$ cat src/rtl/grayscale_rd_sched_if.sv
`default_nettype none
// ============================================================================
// Module      : grayscale_rd_sched_if
// Description : CSR/request/response bundle between the read scheduler and
//               its environment (CSR block, c0Tx/c1Tx muxing, FIU responses).
// Revision    : 1.0 - initial release
// ============================================================================
interface grayscale_rd_sched_if #(
  parameter int ADDR_W = 42,
  parameter int SIZE_W = 32,
  parameter int TAG_W  = 5
);
  logic              start;
  logic [ADDR_W-1:0] src_base;
  logic [SIZE_W-1:0] num_lines;
  logic [ADDR_W-1:0] dsm_base;
  logic              c0_almfull;
  logic              rd_req_valid;
  logic [ADDR_W-1:0] rd_req_addr;
  logic [TAG_W-1:0]  rd_req_tag;
  logic              rd_rsp_valid;
  logic              wr_done_valid;
  logic [ADDR_W-1:0] wr_done_addr;
  logic [SIZE_W-1:0] wr_done_data;
  logic              wr_done_ack;
  logic              busy;
  logic              done;
  logic              err_unexpected;

  modport master (
    input  start, src_base, num_lines, dsm_base, c0_almfull,
           rd_rsp_valid, wr_done_ack,
    output rd_req_valid, rd_req_addr, rd_req_tag,
           wr_done_valid, wr_done_addr, wr_done_data,
           busy, done, err_unexpected
  );

  modport slave (
    output start, src_base, num_lines, dsm_base, c0_almfull,
           rd_rsp_valid, wr_done_ack,
    input  rd_req_valid, rd_req_addr, rd_req_tag,
           wr_done_valid, wr_done_addr, wr_done_data,
           busy, done, err_unexpected
  );
endinterface
`default_nettype wire

$ cat src/rtl/grayscale_rd_sched.sv
`default_nettype none
// ============================================================================
// Module      : grayscale_rd_sched
// Description : Issues one read per source cache line under almost-full and
//               outstanding-credit throttling, then posts a DSM completion.
// Revision    : 1.0 - initial release
// ============================================================================
module grayscale_rd_sched #(
  parameter int ADDR_W          = 42,
  parameter int SIZE_W          = 32,
  parameter int MAX_OUTSTANDING = 32,
  parameter int TAG_W           = $clog2(MAX_OUTSTANDING)
) (
  input  wire logic               clk,
  input  wire logic               reset_n,
  grayscale_rd_sched_if.master    sched_if
);

  localparam int                OUT_W     = TAG_W + 1;
  localparam logic [OUT_W-1:0]  c_MAX_OUT = OUT_W'(MAX_OUTSTANDING);

  typedef enum logic [1:0] {
    ST_IDLE   = 2'd0,
    ST_ISSUE  = 2'd1,
    ST_DRAIN  = 2'd2,
    ST_REPORT = 2'd3
  } state_t;

  state_t            r_state;
  logic [ADDR_W-1:0] r_src;
  logic [ADDR_W-1:0] r_dsm;
  logic [SIZE_W-1:0] r_num;
  logic [SIZE_W-1:0] r_issued;
  logic [SIZE_W-1:0] r_received;
  logic [OUT_W-1:0]  r_outstanding;
  logic              r_rd_req_valid;
  logic [ADDR_W-1:0] r_rd_req_addr;
  logic [TAG_W-1:0]  r_rd_req_tag;
  logic              r_wr_done_valid;
  logic [ADDR_W-1:0] r_wr_done_addr;
  logic [SIZE_W-1:0] r_wr_done_data;
  logic              r_busy;
  logic              r_done;
  logic              r_err;

  // An accepted start restarts all counters, so the first request can be
  // issued on the very edge that latches the command.
  logic              w_start_acc;
  logic              w_issue;
  logic [SIZE_W-1:0] w_issued_base;
  logic [SIZE_W-1:0] w_issued_nxt;
  logic [SIZE_W-1:0] w_rcv_base;
  logic [OUT_W-1:0]  w_out_base;
  logic [ADDR_W-1:0] w_addr_base;
  logic              w_rsp_ok;
  logic              w_rsp_err;

  assign w_start_acc   = (r_state == ST_IDLE) && sched_if.start;
  assign w_issued_base = w_start_acc ? '0 : r_issued;
  assign w_rcv_base    = w_start_acc ? '0 : r_received;
  assign w_out_base    = w_start_acc ? '0 : r_outstanding;
  assign w_addr_base   = w_start_acc ? sched_if.src_base : r_src;

  assign w_issue = !sched_if.c0_almfull &&
                   ((w_start_acc && (sched_if.num_lines != '0)) ||
                    ((r_state == ST_ISSUE) && (r_issued < r_num) &&
                     (r_outstanding < c_MAX_OUT)));

  assign w_issued_nxt = w_issued_base + SIZE_W'(w_issue);
  assign w_rsp_ok     = sched_if.rd_rsp_valid && ((w_out_base != '0) || w_issue);
  assign w_rsp_err    = sched_if.rd_rsp_valid && !w_rsp_ok;

  always_ff @(posedge clk) begin
    if (!reset_n) begin
      r_state         <= ST_IDLE;
      r_src           <= '0;
      r_dsm           <= '0;
      r_num           <= '0;
      r_issued        <= '0;
      r_received      <= '0;
      r_outstanding   <= '0;
      r_rd_req_valid  <= 1'b0;
      r_rd_req_addr   <= '0;
      r_rd_req_tag    <= '0;
      r_wr_done_valid <= 1'b0;
      r_wr_done_addr  <= '0;
      r_wr_done_data  <= '0;
      r_busy          <= 1'b0;
      r_done          <= 1'b0;
      r_err           <= 1'b0;
    end else begin
      r_rd_req_valid <= w_issue;
      if (w_issue) begin
        r_rd_req_addr <= w_addr_base + ADDR_W'(w_issued_base);
        r_rd_req_tag  <= w_issued_base[TAG_W-1:0];
      end
      r_issued      <= w_issued_nxt;
      r_outstanding <= w_out_base + OUT_W'(w_issue) - OUT_W'(w_rsp_ok);
      r_received    <= w_rcv_base + SIZE_W'(w_rsp_ok && (r_state != ST_IDLE));
      if (w_rsp_err) begin
        r_err <= 1'b1;
      end

      case (r_state)
        ST_IDLE: begin
          if (sched_if.start) begin
            r_src  <= sched_if.src_base;
            r_num  <= sched_if.num_lines;
            r_dsm  <= sched_if.dsm_base;
            r_done <= 1'b0;
            r_busy <= 1'b1;
            if (sched_if.num_lines == '0) begin
              r_state         <= ST_REPORT;
              r_wr_done_valid <= 1'b1;
              r_wr_done_addr  <= sched_if.dsm_base;
              r_wr_done_data  <= '0;
            end else if (w_issued_nxt == sched_if.num_lines) begin
              r_state <= ST_DRAIN;
            end else begin
              r_state <= ST_ISSUE;
            end
          end
        end
        ST_ISSUE: begin
          if (w_issued_nxt == r_num) begin
            r_state <= ST_DRAIN;
          end
        end
        ST_DRAIN: begin
          if ((r_outstanding == '0) && (r_received == r_num)) begin
            r_state         <= ST_REPORT;
            r_wr_done_valid <= 1'b1;
            r_wr_done_addr  <= r_dsm;
            r_wr_done_data  <= r_received;
          end
        end
        ST_REPORT: begin
          if (sched_if.wr_done_ack) begin
            r_state         <= ST_IDLE;
            r_wr_done_valid <= 1'b0;
            r_done          <= 1'b1;
            r_busy          <= 1'b0;
          end
        end
        default: r_state <= ST_IDLE;
      endcase
    end
  end

  assign sched_if.rd_req_valid   = r_rd_req_valid;
  assign sched_if.rd_req_addr    = r_rd_req_addr;
  assign sched_if.rd_req_tag     = r_rd_req_tag;
  assign sched_if.wr_done_valid  = r_wr_done_valid;
  assign sched_if.wr_done_addr   = r_wr_done_addr;
  assign sched_if.wr_done_data   = r_wr_done_data;
  assign sched_if.busy           = r_busy;
  assign sched_if.done           = r_done;
  assign sched_if.err_unexpected = r_err;

endmodule
`default_nettype wire

$ cat src/flat_wrapper.sv
// flat-port wrapper written by rule: the top's interface ports become plain ports
module grayscale_rd_sched_flat 
#(
  parameter int ADDR_W          = 42,
  parameter int SIZE_W          = 32,
  parameter int MAX_OUTSTANDING = 32,
  parameter int TAG_W           = $clog2(MAX_OUTSTANDING)
)
  (clk, reset_n, sched_if_start, sched_if_src_base, sched_if_num_lines, sched_if_dsm_base, sched_if_c0_almfull, sched_if_rd_rsp_valid, sched_if_wr_done_ack, sched_if_rd_req_valid, sched_if_rd_req_addr, sched_if_rd_req_tag, sched_if_wr_done_valid, sched_if_wr_done_addr, sched_if_wr_done_data, sched_if_busy, sched_if_done, sched_if_err_unexpected);
  grayscale_rd_sched_if #(.ADDR_W(ADDR_W), .SIZE_W(SIZE_W), .TAG_W(TAG_W)) sched_if_i ();
  input  wire logic clk;
  input  wire logic reset_n;
  input wire logic [$bits(sched_if_i.start)-1:0] sched_if_start;
  input wire logic [$bits(sched_if_i.src_base)-1:0] sched_if_src_base;
  input wire logic [$bits(sched_if_i.num_lines)-1:0] sched_if_num_lines;
  input wire logic [$bits(sched_if_i.dsm_base)-1:0] sched_if_dsm_base;
  input wire logic [$bits(sched_if_i.c0_almfull)-1:0] sched_if_c0_almfull;
  input wire logic [$bits(sched_if_i.rd_rsp_valid)-1:0] sched_if_rd_rsp_valid;
  input wire logic [$bits(sched_if_i.wr_done_ack)-1:0] sched_if_wr_done_ack;
  output wire logic [$bits(sched_if_i.rd_req_valid)-1:0] sched_if_rd_req_valid;
  output wire logic [$bits(sched_if_i.rd_req_addr)-1:0] sched_if_rd_req_addr;
  output wire logic [$bits(sched_if_i.rd_req_tag)-1:0] sched_if_rd_req_tag;
  output wire logic [$bits(sched_if_i.wr_done_valid)-1:0] sched_if_wr_done_valid;
  output wire logic [$bits(sched_if_i.wr_done_addr)-1:0] sched_if_wr_done_addr;
  output wire logic [$bits(sched_if_i.wr_done_data)-1:0] sched_if_wr_done_data;
  output wire logic [$bits(sched_if_i.busy)-1:0] sched_if_busy;
  output wire logic [$bits(sched_if_i.done)-1:0] sched_if_done;
  output wire logic [$bits(sched_if_i.err_unexpected)-1:0] sched_if_err_unexpected;
  assign sched_if_i.start = sched_if_start;
  assign sched_if_i.src_base = sched_if_src_base;
  assign sched_if_i.num_lines = sched_if_num_lines;
  assign sched_if_i.dsm_base = sched_if_dsm_base;
  assign sched_if_i.c0_almfull = sched_if_c0_almfull;
  assign sched_if_i.rd_rsp_valid = sched_if_rd_rsp_valid;
  assign sched_if_i.wr_done_ack = sched_if_wr_done_ack;
  assign sched_if_rd_req_valid = sched_if_i.rd_req_valid;
  assign sched_if_rd_req_addr = sched_if_i.rd_req_addr;
  assign sched_if_rd_req_tag = sched_if_i.rd_req_tag;
  assign sched_if_wr_done_valid = sched_if_i.wr_done_valid;
  assign sched_if_wr_done_addr = sched_if_i.wr_done_addr;
  assign sched_if_wr_done_data = sched_if_i.wr_done_data;
  assign sched_if_busy = sched_if_i.busy;
  assign sched_if_done = sched_if_i.done;
  assign sched_if_err_unexpected = sched_if_i.err_unexpected;
  grayscale_rd_sched #(.ADDR_W(ADDR_W), .SIZE_W(SIZE_W), .MAX_OUTSTANDING(MAX_OUTSTANDING), .TAG_W(TAG_W)) u_core (.clk(clk), .reset_n(reset_n), .sched_if(sched_if_i));
endmodule
$ cat config.mk
export PLATFORM = sky130hd
export DESIGN_NAME = grayscale_rd_sched_flat
export DESIGN_NICKNAME = d
export VERILOG_FILES = /design/src/rtl/grayscale_rd_sched_if.sv /design/src/rtl/grayscale_rd_sched.sv /design/src/flat_wrapper.sv
export SDC_FILE = /design/constraint.sdc
export NUM_CORES = 1
export LEC_CHECK = 0
export ABC_CLOCK_PERIOD_IN_PS = 8700
export CORE_MARGIN = 8
export CORE_UTILIZATION = 53
export CTS_CLUSTER_SIZE = 12
export DETAILED_ROUTE_END_ITERATION = 8
export PLACE_DENSITY = 0.83
export SKIP_CTS_REPAIR_TIMING = 1
export SYNTH_ARGS = -nofsm -noshare
export SYNTH_HDL_FRONTEND = slang
export SYNTH_SLANG_ARGS = --single-unit
$ cat constraint.sdc
create_clock -name clk -period 8.7 [get_ports clk]
set_input_delay 0.87 -clock clk [delete_from_list [all_inputs] [get_ports clk]]
set_output_delay 0.87 -clock clk [all_outputs]
set_load 0.1 [all_outputs]
==> impl_metrics.sql <==
INSERT INTO impl_metrics (metric_group, metric, value, unit) VALUES
('setup_path', 'critical_path.max_fanout', '6', ''),
('clock_network', 'clock_sinks', '314', ''),
('grt', 'grt_first_pass_wirelength', '95200', 'um'),
('timing', 'hold_ws', '0.453', 'ns'),
('outcome', 'status', 'finished clean', ''),
('final_layout', 'postLayoutCellArea', '0.0211', 'sq mm'),
('synthesis', 'synth_top_area_share', '36.6', '%'),
('synthesis', 'synth.cells.most_frequent', 'nand2_1, dfxtp_1, a21oi_1, nor2_1, clkbuf_1', ''),
('worst_hold_path', 'hp-class', 'reg -> reg', ''),
('synthesis', 'synth_cells', '2162', ''),
('timing', 'fmax', '150', 'MHz'),
('clock_network', 'path_clk_slew', '0.06', 'ns'),
('detailed_routing', 'drcViolationCount', '0', ''),
('final_layout', 'sequential_cell_area', '0.00629', 'sq mm'),
('timing', 'post-route-min-period', '6.69', 'ns'),
('synthesis', 'synth_top_flop_cell', 'dfxtp_1', ''),
('timing', 'finalMaxSlewViolations', '0', ''),
('synthesis', 'synth_area_per_cell', '7.94', 'sq um'),
('setup_path', 'r2r_start', 'u_core.r_num[17]', ''),
('clock_network', 'tritoncts', 'yes', ''),
('setup_path', 'worstPathRequired', '9.13', 'ns'),
('die', 'core_area', '0.0322', 'sq mm'),
('synthesis', 'yosysSeqAreaShare', '36.6', '%'),
('grt', 'global_route.overflow_total', '0', ''),
('die', 'floorplan.die.height', '196', 'um'),
('synthesis', 'leading_area_contributor_after_synthesis', 'dfxtp_1', ''),
('die', 'floorplan.die.width', '196', 'um'),
('timing', 'post_route_setup_slack', '2.01', 'ns'),
('die', 'die_area', '0.0384', 'sq mm'),
('final_layout', 'fillerInstances', '2728', ''),
('placement', 'place.detailed.hpwl', '46900', 'um'),
('synthesis', 'yosysWarnings', '0', ''),
('detailed_routing', 'drt-pass1-iter-count', '6', ''),
('final_layout', 'syn2layout_area_growth', '22.6', '%'),
('grt', 'grt_start_max_net_pins', '103', ''),
('grt', 'grt_util_all_layers', '31.5', '%'),
('synthesis', 'post_synth_instance_area', '0.0172', 'sq mm'),
('power_and_ir_drop', 'static-leakage-power', '8.37', 'nW'),
('timing', 'layout_worst_path_cycle_share', '76.9', '%'),
('power_and_ir_drop', 'pwr_density_cell', '300', 'mW/mm^2'),
('placement', 'routabilityCongestion', '1.05', ''),
('timing', 'tightestPinTransition', '1.15', 'ns'),
('timing', 'finalClockSkew', '0.0263', 'ns'),
('clock_network', 'clockBufferDepth', '3', ''),
('grt', 'grt_antenna_before_repair', '1', ''),
('power_and_ir_drop', 'worst_ir_drop_vdd', '311', 'uV'),
('die', 'ios', '248', ''),
('clock_network', 'htree_levels', '2', ''),
('synthesis', 'fraction_of_registers_with_async_set_reset', '0', '%'),
('detailed_routing', 'avg_vias_per_cell', '6.10', ''),
('detailed_routing', 'routed_wire_length_per_instance', '22.7', 'um'),
('worst_hold_path', 'min_path_cells', '2', ''),
('setup_path', 'worst_reg2reg_path_length_in_cells', '22', ''),
('die', 'initial_core_util', '53.3', '%'),
('detailed_routing', 'detail-route-antenna-nets', '0', ''),
('clock_network', 'numCtsBuffers', '36', ''),
('synthesis', 'yosys_register_bits', '314', ''),
('final_layout', 'final_layout_size_suffix_gt1_share', '4.23', '%'),
('setup_path', 'crit_start', 'u_core.r_num[17]', ''),
('synthesis', 'netlist-cell-type-count', '78', ''),
('worst_hold_path', 'holdCritStartpoint', 'u_core.r_dsm[36]', ''),
('synthesis', 'edff_count_synth', '0', ''),
('synthesis', 'most_frequent_cell_after_synthesis', 'nand2_1', ''),
('setup_path', 'critPathLaunchType', 'flip-flop', ''),
('synthesis', 'post_synth_main_area_contributors', 'dfxtp_1, nand2_1, a21oi_1', ''),
('placement', 'placement.cell_area', '0.0198', 'sq mm'),
('job', 'max_cap_violation_count', '0', ''),
('die', 'fp-row-count', '66', ''),
('detailed_routing', 'totalWireLength', '62900', 'um'),
('detailed_routing', 'drt_iter0_drc', '1550', ''),
('synthesis', 'total_nets_after_synthesis', '2365', '');
## power breakdown
group	leakage (nW)	switching, mW	internal [mW]
sequential	2.56	0.170	1.69
combinational	5.22	2.10	0.796
clock	0.590	0.634	0.918
total	8.37	2.90	3.40
## path summary, 6_finish.rpt
path,endpoint,slack [ns]
max reg2reg,u_core.r_state[1],2.01
min reg2reg,u_core.r_dsm[36],0.45
max,u_core.r_state[1],2.01
min,u_core.r_dsm[36],0.45
## cell type report
type                    instances  share of cell area, %
diodes                          1                 0.0119
clock buffers                  55                   5.09
clock inverters                 8                  0.683
inverters                      72                   1.31
multi-input cells            1655                   48.3
flip-flops and latches        314                   29.9
well taps                     408                   2.42
repair buffers                262                   12.3
## routing by layer
metal	track usage, %	wire length [um]	up-vias
met5	0	13	-
met4	12.9	2550	2
met3	5.86	4990	131
met2	50.6	29000	747
met1	41.3	26400	8137
li1	-	-	7907
## cells by family after synthesis
family / Yosys count / share of synthesized area, %
and+or+nand+nor: 908 / 24.6
adders and majority gates: 81 / 5.99
muxes: 71 / 4.14
AOI/OAI and AO/OA: 441 / 16.1
xor gates and xnor gates: 154 / 8.22
buffers and inverters: 193 / 4.34
DFF: 314 / 36.6
## stage by stage
step | util, % | instances | power, mW
floorplan | - | 2162 | 4.00
global placement | 61.6 | 2711 | 4.70
detailed placement | 61.6 | 2711 | 4.75
CTS | 65.4 | 2774 | 6.31
global route | 65.4 | 2774 | 6.57
finish | 65.4 | 2775 | 6.31
## worst max-delay path, stage by stage, from the launching register on
cell and delay, ns:
dfxtp_1 0.60, inv_1 0.09, ha_1 0.30, a21o_1 0.16
a21o_1 0.18, a211o_1 0.29, o211ai_1 0.09, a21oi_1 0.18
o31ai_1 0.44, a21oi_4 0.09, clkinv_1 0.09, ha_1 0.20
ha_1 0.25, and4_1 0.39, nand3_1 0.27, nor4_1 0.70
xnor2_1 0.29, a21oi_1 0.15, or4_1 0.58, or4b_4 0.58
o41ai_4 0.26, nand2_1 0.11, o32ai_1 0.30
## flip-flops by register name (all words and copies together), names as in the netlist
signal and cells:
u_core.sched_if.busy 1, u_core.sched_if.rd_req_valid 1, u_core.sched_if.wr_done_valid 1, u_core.sched_if.wr_done_addr 42
u_core.r_received 32, u_core.sched_if.rd_req_addr 42, u_core.r_issued 32, u_core.sched_if.err_unexpected 1
u_core.r_src 42, u_core.r_num 32, u_core.sched_if.wr_done_data 32, u_core.r_outstanding 6
u_core.sched_if.rd_req_tag 5, u_core.r_dsm 42, u_core.r_state 2, u_core.sched_if.done 1
## cell usage in the layout (no fill, tap or decap), types with 10 or more instances in the layout
cell type | netlist | routed
a211oi_1 | 54 | 54
a21o_1 | 27 | 27
a21oi_1 | 211 | 210
a31oi_1 | 10 | 10
and2_1 | 28 | 27
and3_1 | 24 | 23
buf_4 | 1 | 15
clkbuf_16 | 0 | 36
clkbuf_8 | 0 | 10
clkdlybuf4s50_1 | 0 | 247
dfxtp_1 | 314 | 314
ha_1 | 79 | 78
inv_1 | 68 | 68
mux2i_1 | 71 | 71
nand2_1 | 348 | 347
nand2b_1 | 36 | 36
nand3_1 | 97 | 97
nand4_1 | 38 | 38
nor2_1 | 211 | 211
nor3_1 | 22 | 22
nor4_1 | 38 | 38
o21ai_0 | 42 | 42
o31ai_1 | 13 | 13
or3_1 | 17 | 17
or4_1 | 10 | 10
xnor2_1 | 79 | 79
xor2_1 | 70 | 70
Power figures use the tool's default switching activity.
